### config.mk
export PLATFORM = sky130hd
export DESIGN_NAME = pkt_rx_parser
export DESIGN_NICKNAME = d
export VERILOG_FILES = /design/src/rtl/pkt_rx_parser.sv
export SDC_FILE = /design/constraint.sdc
export NUM_CORES = 1
export LEC_CHECK = 0
export CAP_MARGIN = 25
export CORE_MARGIN = 4
export CORE_UTILIZATION = 35
export DETAILED_ROUTE_END_ITERATION = 7
export GPL_TIMING_DRIVEN = 0
export HOLD_SLACK_MARGIN = 0.12
export SETUP_SLACK_MARGIN = 0.3
export SYNTH_ARGS = -nofsm -noshare
export SYNTH_HDL_FRONTEND = slang
export SYNTH_SLANG_ARGS = --single-unit
export TNS_END_PERCENT = 100
### constraint.sdc
create_clock -name clock -period 2.17 [get_ports clock]
set_clock_uncertainty 0.1 [all_clocks]
set_input_delay 0.434 -clock clock [delete_from_list [all_inputs] [get_ports clock]]
set_output_delay 0.434 -clock clock [all_outputs]
set_load 0.01 [all_outputs]
### src/rtl/pkt_rx_parser.sv
`default_nettype none
// ============================================================================
//  Module   : pkt_rx_parser
//  Purpose  : Receive front-end for the node routing core. Assembles a
//             byte-serial routing header into five 16-bit fields. It then
//             verifies the 8-bit additive checksum, drops frames that this
//             node sourced itself, and starts the core with node_en. After a
//             dispatch it accepts no input until the core reports node_done.
//
//  Ports    : clock, nrst          - rising-edge clock, async active-low reset
//             my_node_id           - own ID for the self-source filter
//             rx_valid/rx_sop/     - byte stream in; a byte is taken when
//             rx_byte/rx_ready       rx_valid && rx_ready
//             f_source_id ..       - field outputs to the core; they change
//             f_value                only when a packet is dispatched
//             node_en / node_done  - core start level / core completion
//             err_pulse            - 1-cycle flag: bad checksum, resync, gap
//             pkt_cnt/err_cnt/     - saturating event counters
//             drop_cnt
//
//  Revision : 1.0 - initial release
// ============================================================================
module pkt_rx_parser #(
    parameter int WORD_WIDTH  = 16,
    parameter int HDR_BYTES   = 10,
    parameter int GAP_TIMEOUT = 64
) (
    input  logic                  clock,
    input  logic                  nrst,
    input  logic [WORD_WIDTH-1:0] my_node_id,
    input  logic                  rx_valid,
    input  logic                  rx_sop,
    input  logic [7:0]            rx_byte,
    output logic                  rx_ready,
    output logic [WORD_WIDTH-1:0] f_source_id,
    output logic [WORD_WIDTH-1:0] f_destination_id,
    output logic [WORD_WIDTH-1:0] f_cluster_id,
    output logic [WORD_WIDTH-1:0] f_battery_stat,
    output logic [WORD_WIDTH-1:0] f_value,
    output logic                  node_en,
    input  logic                  node_done,
    output logic                  err_pulse,
    output logic [WORD_WIDTH-1:0] pkt_cnt,
    output logic [WORD_WIDTH-1:0] err_cnt,
    output logic [WORD_WIDTH-1:0] drop_cnt
);

    localparam int IDX_W     = $clog2(HDR_BYTES + 1);
    localparam int C_NFIELDS = HDR_BYTES / 2;

    localparam logic [1:0] c_IDLE     = 2'd0;
    localparam logic [1:0] c_HDR      = 2'd1;
    localparam logic [1:0] c_CHK      = 2'd2;
    localparam logic [1:0] c_DISPATCH = 2'd3;

    // Index value at which the incoming byte is the checksum, not payload.
    localparam logic [IDX_W-1:0]      c_CHK_IDX  = IDX_W'(HDR_BYTES);
    localparam logic [IDX_W-1:0]      c_IDX_ONE  = IDX_W'(1);
    localparam logic [WORD_WIDTH-1:0] c_GAP_LAST = WORD_WIDTH'(GAP_TIMEOUT - 1);
    localparam logic [WORD_WIDTH-1:0] c_CNT_MAX  = {WORD_WIDTH{1'b1}};

    logic [1:0]            r_state;
    logic [1:0]            w_state_nxt;

    logic [7:0]            r_buf [HDR_BYTES];
    logic [7:0]            r_sum;
    logic [7:0]            r_chk;
    logic [IDX_W-1:0]      r_idx;
    logic [WORD_WIDTH-1:0] r_gap;
    logic [WORD_WIDTH-1:0] r_field [C_NFIELDS];
    logic                  r_node_en;
    logic                  r_err_pulse;
    logic [WORD_WIDTH-1:0] r_pkt_cnt;
    logic [WORD_WIDTH-1:0] r_err_cnt;
    logic [WORD_WIDTH-1:0] r_drop_cnt;

    logic [WORD_WIDTH-1:0] w_field [C_NFIELDS];
    logic                  w_ready;
    logic                  w_accept;
    logic                  w_resync;
    logic                  w_timeout;
    logic                  w_sum_bad;
    logic                  w_self;
    logic                  w_dispatch;
    logic                  w_done;
    logic                  w_err;

    function automatic logic [WORD_WIDTH-1:0] sat_inc(input logic [WORD_WIDTH-1:0] v);
        return (v == c_CNT_MAX) ? v : v + 1'b1;
    endfunction

    // Big-endian field view of the shadow buffer.
    generate
        for (genvar k = 0; k < C_NFIELDS; k++) begin : g_field
            assign w_field[k] = WORD_WIDTH'({r_buf[2*k], r_buf[2*k+1]});
        end
    endgenerate

    // ---------------------------------------------------------------- state
    always_ff @(posedge clock or negedge nrst) begin
        if (!nrst) begin
            r_state <= c_IDLE;
        end else begin
            r_state <= w_state_nxt;
        end
    end

    // ----------------------------------------------------------- next state
    always_comb begin
        w_state_nxt = r_state;
        case (r_state)
            c_IDLE: begin
                if (w_accept && rx_sop) begin
                    w_state_nxt = c_HDR;
                end
            end
            c_HDR: begin
                // An accepted byte always beats a simultaneous gap timeout.
                if (w_accept) begin
                    if (!rx_sop && (r_idx == c_CHK_IDX)) begin
                        w_state_nxt = c_CHK;
                    end
                end else if (w_timeout) begin
                    w_state_nxt = c_IDLE;
                end
            end
            c_CHK: begin
                w_state_nxt = w_dispatch ? c_DISPATCH : c_IDLE;
            end
            c_DISPATCH: begin
                if (w_done) begin
                    w_state_nxt = c_IDLE;
                end
            end
            default: begin
                w_state_nxt = c_IDLE;
            end
        endcase
    end

    // ------------------------------------------------- outputs / event decode
    always_comb begin
        w_ready    = (r_state == c_IDLE) || (r_state == c_HDR);
        w_accept   = rx_valid && w_ready;
        w_resync   = (r_state == c_HDR) && w_accept && rx_sop;
        w_timeout  = (r_state == c_HDR) && !w_accept && (r_gap == c_GAP_LAST);
        w_sum_bad  = (r_state == c_CHK) && (r_sum != r_chk);
        w_self     = (r_state == c_CHK) && !w_sum_bad && (w_field[0] == my_node_id);
        w_dispatch = (r_state == c_CHK) && !w_sum_bad && !w_self;
        w_done     = (r_state == c_DISPATCH) && node_done;
        w_err      = w_resync || w_timeout || w_sum_bad;
    end

    // ------------------------------------------------------------- datapath
    always_ff @(posedge clock or negedge nrst) begin
        if (!nrst) begin
            for (int i = 0; i < HDR_BYTES; i++) begin
                r_buf[i] <= '0;
            end
            for (int k = 0; k < C_NFIELDS; k++) begin
                r_field[k] <= '0;
            end
            r_sum       <= '0;
            r_chk       <= '0;
            r_idx       <= '0;
            r_gap       <= '0;
            r_node_en   <= 1'b0;
            r_err_pulse <= 1'b0;
            r_pkt_cnt   <= '0;
            r_err_cnt   <= '0;
            r_drop_cnt  <= '0;
        end else begin
            // Byte capture. An SOP byte always restarts the frame at byte 0,
            // both from IDLE and as a resync inside HDR.
            if (w_accept) begin
                r_gap <= '0;
                if (rx_sop) begin
                    r_buf[0] <= rx_byte;
                    r_sum    <= rx_byte;
                    r_idx    <= c_IDX_ONE;
                end else if (r_state == c_HDR) begin
                    if (r_idx == c_CHK_IDX) begin
                        r_chk <= rx_byte;
                    end else begin
                        r_buf[r_idx] <= rx_byte;
                        r_sum        <= r_sum + rx_byte;
                    end
                    r_idx <= r_idx + 1'b1;
                end
            end else if ((r_state == c_HDR) && !w_timeout) begin
                r_gap <= r_gap + 1'b1;
            end else begin
                r_gap <= '0;
            end

            r_err_pulse <= w_err;
            if (w_err) begin
                r_err_cnt <= sat_inc(r_err_cnt);
            end
            if (w_self) begin
                r_drop_cnt <= sat_inc(r_drop_cnt);
            end

            if (w_dispatch) begin
                for (int k = 0; k < C_NFIELDS; k++) begin
                    r_field[k] <= w_field[k];
                end
                r_node_en <= 1'b1;
                r_pkt_cnt <= sat_inc(r_pkt_cnt);
            end else if (w_done) begin
                r_node_en <= 1'b0;
            end
        end
    end

    assign rx_ready         = w_ready;
    assign f_source_id      = r_field[0];
    assign f_destination_id = r_field[1];
    assign f_cluster_id     = r_field[2];
    assign f_battery_stat   = r_field[3];
    assign f_value          = r_field[4];
    assign node_en          = r_node_en;
    assign err_pulse        = r_err_pulse;
    assign pkt_cnt          = r_pkt_cnt;
    assign err_cnt          = r_err_cnt;
    assign drop_cnt         = r_drop_cnt;

endmodule
`default_nettype wire
---- Word level (Yosys, flattened, before mapping) ----
Index checks and enable logic that the tools add are counted.
cells by class
  add/subtract/negate cells ............... 6
  magnitude comparators ................... 2
  equal/unequal tests ..................... 15
  mux-type cells .......................... 22
  bitwise logic cells ..................... 6
  reduce and logical (&&, ||, !) cells .... 33
operator list
  cell                                                                          number
  80-bit 2-to-1 mux                                                             2
  80-bit bitwise mux                                                            1
  16-bit by 1-bit adder with 16-bit output, second input constant               4
  16-bit equality test, second input constant                                   3
  8-bit 2-to-1 mux                                                              5
  8-bit demux with 4-bit select                                                 1
  16-bit 2-to-1 mux                                                             2
  16-bit equality test                                                          1
  16-bit by 6-bit equality test with 1-bit output, second input constant        1
  1-bit logical AND                                                             14
  2-bit 2-to-1 mux                                                              6
  4-bit AND reduction                                                           3
  8-bit adder                                                                   1
  4-bit 2-to-1 mux                                                              2
  8-bit != test                                                                 1
  2-bit case mux with 4 select lines                                            1
  2-bit AND reduction                                                           4
  2-bit != test, second input constant                                          3
  3-bit != test, second input constant                                          2
  5-bit greater-or-equal comparator, second input constant                      1
  1-bit logical NOT                                                             5
  5-bit by 1-bit less-than comparator with 1-bit output, second input constant  1
  1-bit NOT                                                                     5
  4-bit NOT with 5-bit output                                                   1
  9 further kinds                                                               14
word-level totals
  register bits after elaboration ......... 248
  input port bits ......................... 29
  output and inout port bits .............. 131
  logic and storage cells ................. 109

---- Longest topological paths before layout ----
  depth after elaboration ................. 10
  mapped depth ............................ 10
  gate-level depth less buffers ........... 9

---- Worst setup path before layout ----
Ideal clock, no wire load.
  path kind ............................... register to register
  start point ............................. register r_idx[0]
  end point ............................... register r_buf[64] in the netlist's numbering
  setup time .............................. 125 ps
  arrival ................................. 2,180 ps
  data required time ...................... 1,945 ps
  slack ................................... -235 ps
  stages on the path, launching flop included .. 11
  path buffers ............................ 3
  period minus slack after synthesis ...... 2,405 ps
  cells stage by stage .................... dfrtp_1 -> inv_1 -> ha_1 -> and3b_4 -> or2_1 -> buf_6 -> nor2_8 -> buf_12 -> and3_4 -> buf_12 -> mux2_4
on the way
  word-level cells in the longest chain between the ends .. 6
  elaborated cells on any way between the ends .. 10
  those cells by class .................... 2 x order compare; 1 x eq/ne; 3 x mux; 2 x bitwise; 2 x reduce/logical
ends and longest elaborated chain
  element                                                                                                                                  line  source
  from (decl)                                                                                                                              68    logic [IDX_W-1:0] r_idx;
  from (signal assigned)                                                                                                                   180   r_idx <= c_IDX_ONE;
  from (signal assigned)                                                                                                                   188   r_idx <= r_idx + 1'b1;
  4-bit NOT with 5-bit output (implied by the code)                                                                                        185   r_buf[r_idx] <= rx_byte;
  5-bit greater-or-equal comparator (implied by the code) / 5-bit by 1-bit less-than comparator with 1-bit output (equally long branches)  185
  1-bit logical AND (implied by the code)                                                                                                  185
  8-bit 2-to-1 mux (implied by the code)                                                                                                   185
  8-bit demux with 4-bit select                                                                                                            185
  80-bit bitwise mux                                                                                                                       185
  to (signal, indexed assignment)                                                                                                          185
  to (decl)                                                                                                                                65    logic [7:0] r_buf [HDR_BYTES];
Parallel ways exist; a longest one is shown, timed or not.
A chain may end at the register's enable or synchronous reset.

---- Worst setup path in the final report ----
  start point ............................. register r_sum[1]
  end point ............................... register r_field (netlist bit f_battery_stat[3])
on the way
  word-level cells in the longest chain between the ends .. 7
ends and longest elaborated chain
  element                          line      source
  from (decl)                      66        logic [7:0] r_sum;
  from (signal assigned)           179       r_sum <= rx_byte;
  from (signal assigned)           186       r_sum <= r_sum + rx_byte;
  8-bit != test *                  147       w_sum_bad = (r_state == c_CHK) && (r_sum != r_chk);
  1-bit logical AND *              147
  1-bit logical NOT *              148, 149
  1-bit logical AND *              148, 149
  1-bit logical AND                148       w_self = (r_state == c_CHK) && !w_sum_bad && (w_field[0] == my_node_id);
  1-bit logical NOT                149       w_dispatch = (r_state == c_CHK) && !w_sum_bad && !w_self;
  1-bit logical AND *              149
  to (signal, indexed assignment)  206       r_field[k] <= w_field[k];
  to (decl)                        70        logic [WORD_WIDTH-1:0] r_field [C_NFIELDS];
Every way passes the cells marked *; elsewhere a longest branch is shown, timed or not.

==> flow_metrics.py <==
metrics = {
    "power": {
        "pwr-share-comb": 0.211,
        "seq_power_share": 0.443,
        "internal_power_mw": 9.49,
        "power_switching_share": 0.273,
        "p_leak_nw": 8.63,
        "ir_drop_mv": 0.575,
        "powerDensity_nw_per_um2": 828,
        "clkPwrFrac": 0.346,
        "switchingPower_mw": 3.56,
    },
    "layout": {
        "drive_gt1_frac": 0.366,
        "antenna_cells": 0,
        "stdcell_area_um2": 15800,
        "final_nets": 1135,
        "fillCellCount": 2698,
        "final_cells": 1505,
        "syn2layout_area_growth_pct": 43.5,
    },
    "worst_setup_path": {
        "cp_common_cell": "buf_12",
        "worstSetupPathType": "flop to flop",
        "cpLargestDelayFamily": "simple AND/OR/NAND/NOR gates",
        "start_kind": "flop",
        "cp.required_ns": 2.49,
        "end_kind": "flop",
        "critical_path.max_fanout": 10,
        "crit_chain": "xnor2_1 > nand4_1 > nor3_4 > nor2b_4 > buf_6 > buf_12 > buf_12 > mux2_2",
        "critPathSlowestCell": "dfrtp_1",
        "crit_path_max_incr_delay_ns": 0.41,
        "arrival_ns": 2.56,
        "critPathBufInv": 3,
    },
    "floorplan": {
        "die_area_um2": 34300,
        "die_h_um": 185,
        "ios": 160,
        "core_area_um2": 30700,
        "start_util": 0.357,
        "rows": 64,
        "die_x_um": 185,
    },
    "placed_design": {
        "dpl_cell_area_um2": 13500,
        "io_buffers": 158,
        "place_congestion": 0.809,
        "post-place-cells": 1387,
        "hpwl_mm": 18.0,
    },
    "route": {
        "via_per_inst": 5.01,
        "drc": 0,
        "via_count": 7536,
        "drtIter0Drc": 347,
        "ant_nets": 0,
        "drt-total-wl_mm": 28.3,
        "wl_per_cell_um": 18.8,
        "firstDrtPassIters": 4,
    },
    "synthesis": {
        "synth_common_cells": "248 x dfrtp_1, 156 x mux2_2, 57 x xnor2_1, 37 x nand3_1, 36 x nand2_1",
        "synthesis.area_um2": 11000,
        "synth_cells": 831,
        "syn_nets": 876,
        "ys_ff_latch": 248,
        "synth.avg_cell_area_um2": 13.2,
        "netlist.area_leader.share": 0.565,
        "synth_top_cell_by_area": "dfrtp_1",
        "synth_most_common_cell": "dfrtp_1",
        "synth-edff-count": 0,
        "yosys_most_used_dff": "dfrtp_1",
        "synth_cell_types": 53,
        "synthTopCellsByArea": "dfrtp_1 56%, mux2_2 16%, xnor2_1 4.5%",
        "synthArstFlopShare": 1.00,
        "ys_seq_area_frac": 0.565,
        "ys_warn_count": 0,
    },
    "grt": {
        "use_met3": 0.0283,
        "antenna_found_initial": 0,
        "grt_max_degree": 114,
        "grt_pass1_wl_mm": 43.0,
        "grt_use_met1": 0.224,
        "grt-busiest-layer": "met2",
        "track_usage": 0.158,
        "overflow": 0,
        "use_met2": 0.255,
        "first_global_vias": 7658,
    },
    "timing": {
        "tightest_slew_ns": 0.924,
        "hold_ws_ns": -0.252,
        "finalSetupViolCount": 111,
        "grt_setup_unrepaired": "yes",
        "setup_tns_ns": -3.85,
        "hold_viol": 70,
        "worst_slack_ns": -0.0684,
        "fin_crit_sh": 1.03,
        "max_freq_mhz": 447,
        "fin_crit_ns": 2.24,
        "relSlewSlack": 0.384,
        "slew_violations": 0,
    },
    "run_status": {
        "violations": "negative hold slack, negative setup slack",
        "status": "complete, but fails checks",
    },
    "clock_tree": {
        "cts-root-buf": "clkbuf_16",
        "tritoncts": "done",
        "hold_buffers": 1,
        "clkSlewWorstSetupHoldPaths_ns": 0.06,
        "cts.sinks": 248,
        "cts_made_buffers": 28,
        "cts_max_path_buffers": 3,
        "ctsHtreeMaxLevel": 1,
        "clk_latency_ns": 0.54,
    },
    "worst_hold_path": {
        "hold_class": "input pin to async pin",
    },
    "run": {
        "max_cap_viol_count": 0,
    },
}
## repair_timing
| item | 4_1_cts | 5_1_grt |
|---|---|---|
| endpoints found under the hold margin | 71 | 70 |
| setup buffers | 52 | 10 |
| resized for setup | 162 | 147 |
| pin swaps | 20 | 24 |
| setup endpoints to repair | 369 | 293 |
| gates cloned | 0 | 6 |
## power groups by stage
stage / clock network [mW] / logic (mW) / registers [mW]
after global placement: 0 / 2.22 / 5.88
after CTS: 4.66 / 2.52 / 5.77
after detailed placement: 0 / 2.28 / 5.88
after floorplan: 0 / 1.69 / 5.75
after global routing: 4.87 / 3.01 / 5.86
final: 4.52 / 2.75 / 5.79
## registers in the layout, indices dropped and copies added (netlist names)
name,count
r_chk,8
drop_cnt,16
f_battery_stat,16
err_cnt,16
f_source_id,16
r_state,2
f_cluster_id,16
err_pulse,1
r_idx,4
r_buf,80
f_destination_id,16
f_value,16
node_en,1
r_gap,16
r_sum,8
pkt_cnt,16
## final cells by class
type,instances,area [um^2],share of cell area
Timing Repair Buffer,229,2410,0.153
Multi-Input combinational cell,533,5300,0.336
Sequential cell,248,6210,0.394
Tap cell,396,495,0.0314
Inverter,14,52.6,0.00333
Buffer,36,410,0.0260
Clock inverter,5,66.3,0.00421
Clock buffer,44,811,0.0514
## final timing paths
| kind | startpoint | to | slack (ns) | cells past startpoint |
|---|---|---|---|---|
| setup reg to reg | r_sum[1]$_DFFE_PN0P_ | f_battery_stat[3]$_DFFE_PN0P_ | -0.07 | 8 |
| hold / removal | nrst | f_destination_id[3]$_DFFE_PN0P_ | -0.25 | 1 |
| min in group clock | rx_valid | r_idx[0]$_DFFE_PN0P_ | 0.19 | 3 |
| hold reg to reg | drop_cnt[11]$_DFFE_PN0P_ | drop_cnt[11]$_DFFE_PN0P_ | 0.39 | 1 |
| max in group asynchronous | nrst | pkt_cnt[6]$_DFFE_PN0P_ | 0.85 | 3 |
| setup / recovery | r_sum[1]$_DFFE_PN0P_ | f_battery_stat[3]$_DFFE_PN0P_ | -0.07 | 8 |
## layer usage
metal,vias to the layer above,share of wire
li1,3477,-
met1,3831,0.46
met4,0,0.015
met2,196,0.47
met5,-,0
met3,32,0.054
## cells by family (layout without fill, tap and decap cells)
kind of cell / Yosys count / after routing / synth area share
DFF: 248 / 248 / 0.565
and+or+nand+nor: 212 / 212 / 0.113
AOI/OAI and AO/OA: 49 / 49 / 0.0292
buffers and inverters: 50 / 328 / 0.0252
muxes: 176 / 176 / 0.186
adders and majority gates: 16 / 16 / 0.0189
xor gates and xnor gates: 80 / 80 / 0.0638
## layout by cell type (no fill, tap or decap), types with 14 or more instances in the layout
cell / n
and3_1: 22
buf_12: 14
buf_4: 50
buf_6: 19
clkbuf_1: 21
clkbuf_16: 33
clkdlybuf4s50_1: 25
dfrtp_1: 242
dlygate4sd2_1: 68
dlymetal6s2s_1: 63
mux2_2: 94
mux2_4: 79
nand2_1: 32
nand3_1: 19
nand3_2: 15
nand4_1: 24
nor2_1: 25
xnor2_1: 51
xor2_1: 23
## stage by stage
step                      hold slack [ns]  utilization  worst slack (ns)  power (mW)
after floorplan                    0.0384            -           -0.0833        7.44
after detailed placement            0.339        0.438            -0.759        8.16
after CTS                          -0.245        0.489           -0.0616        12.9
final                              -0.252        0.513           -0.0684        13.1
after global placement              0.370        0.436            -11.35        8.10
after global routing               -0.218        0.513            -0.172        13.7
Power figures use the tool's default switching activity.
==> RTL edit: new RTL, config.mk and constraints unchanged <==
Change the parameter `WORD_WIDTH` from 16 to 32.
--- a/src/rtl/pkt_rx_parser.sv
+++ b/src/rtl/pkt_rx_parser.sv
@@ -21,7 +21,7 @@
 //  Revision : 1.0 - initial release
 // ============================================================================
 module pkt_rx_parser #(
-    parameter int WORD_WIDTH  = 16,
+    parameter int WORD_WIDTH  = 32,
     parameter int HDR_BYTES   = 10,
     parameter int GAP_TIMEOUT = 64
 ) (
Ports: changed (9 resized); port bits go from 160 to 304. No check against the original RTL was run, so the function may have changed too.
==> RTL edit against the unedited design <==
- the run ends with setup timing left
- sequential cell count up 64
- area after synthesis rose by 30%
- core utilization increased by 3.0 points
- sequential power increased by 27%
- fmax decreased by 10%
- wire length grew 42%
- synthesized cell count up 46%
- first-iteration DRC count increased by 24%
- worst setup slack worse by 250 ps
- total power increased by 28%
- cell area grew 38%
- highest routed layer is now met5
==> RTL edit: results (changes against the unedited design) <==
| Metric | Value |
|---|---|
| Via Count | `10600 (+41%)` |
| Synth area leaders | `dfrtp_1 55%, mux2_2 12%, xnor2_1 6.0%, buf_4 4.3%, xor2_1 3.0%` |
| Inverters | `23 (+9)` |
| DP HPWL | `26700 µm (+48%)` |
| Setup violators final | `179 (+61%)` |
| Largest stage delay on the critical path | `430 ps (+20 ps)` |
| Multiplexer share of the synthesized area | `0.127 (-0.0586)` |
| Violated checks | `setup timing` |
| Headroom to the max-slew limit | `0.372 (-0.0114)` |
| Vias in the first global route | `10800 (+41%)` |
| Post-Synth XOR/XNOR Area | `0.0898 (+0.0260)` |
| Filler Cell Count | `3423 (+27%)` |
| Dpl cell area | `18100 µm² (+34%)` |
| Peak supply drop | `0.000534 V (-7.1%)` |
| Pre-CTS WS | `-1090 ps (-334 ps)` |
| Status | `finished with violations` |
| Antenna violations before repair | `1 (+1)` |
| Seq pwr share | `0.438 (-0.005)` |
| Clk_buf instances | `53 (+20%)` |
| Area delta synth->final | `52.3%` |
| RR Endpoint | `err_cnt[30]$_DFFE_PN0P_` |
| CTS Hold Bufs | `2 (+1)` |
| Count of different cell masters after synthesis | `54 (+1.9%)` |
| Min setup slack post-route | `-321 ps (-253 ps)` |
| Multi-input gates | `838 (+57%)` |
| Crit-path max FO | `5 (-5)` |
| Overall power | `16.7 mW (+28%)` |
| Area of the multi-input gates | `7160 µm² (+35%)` |
| Fraction of layout instances using a drive strength above 1 | `0.380 (+0.0141)` |
| GP Congestion | `0.818 (+1.1%)` |
| Final wirelength | `40300 µm (+42%)` |
-- RTL edit: cell types whose count changed after synthesis, moves of 10 or more --
cell	change
mux2_4	-16
nand4_1	+21
buf_4	+79
dfrtp_1	+64
nor3_1	+22
nand2_1	+63
clkbuf_1	+16
xnor2_1	+41
buf_2	-10
xor2_1	+25
nor2_1	+36
-- RTL edit: worst max-delay path by stage --
stage	from	slack, ps	end
5_1_grt	r_gap[11]$_DFF_PN0_	-480	err_cnt[30]$_DFFE_PN0P_
2_1_floorplan	pkt_cnt[8]$_DFFE_PN0P_	-60	pkt_cnt[16]$_DFFE_PN0P_
3_3_place_gp	nrst	-14490	pkt_cnt[7]$_DFFE_PN0P_
4_1_cts	r_buf[69]$_DFFE_PN0P_	-360	drop_cnt[12]$_DFFE_PN0P_
6_report	r_gap[11]$_DFF_PN0_	-320	err_cnt[30]$_DFFE_PN0P_
3_5_place_dp	my_node_id[5]	-1090	drop_cnt[20]$_DFFE_PN0P_
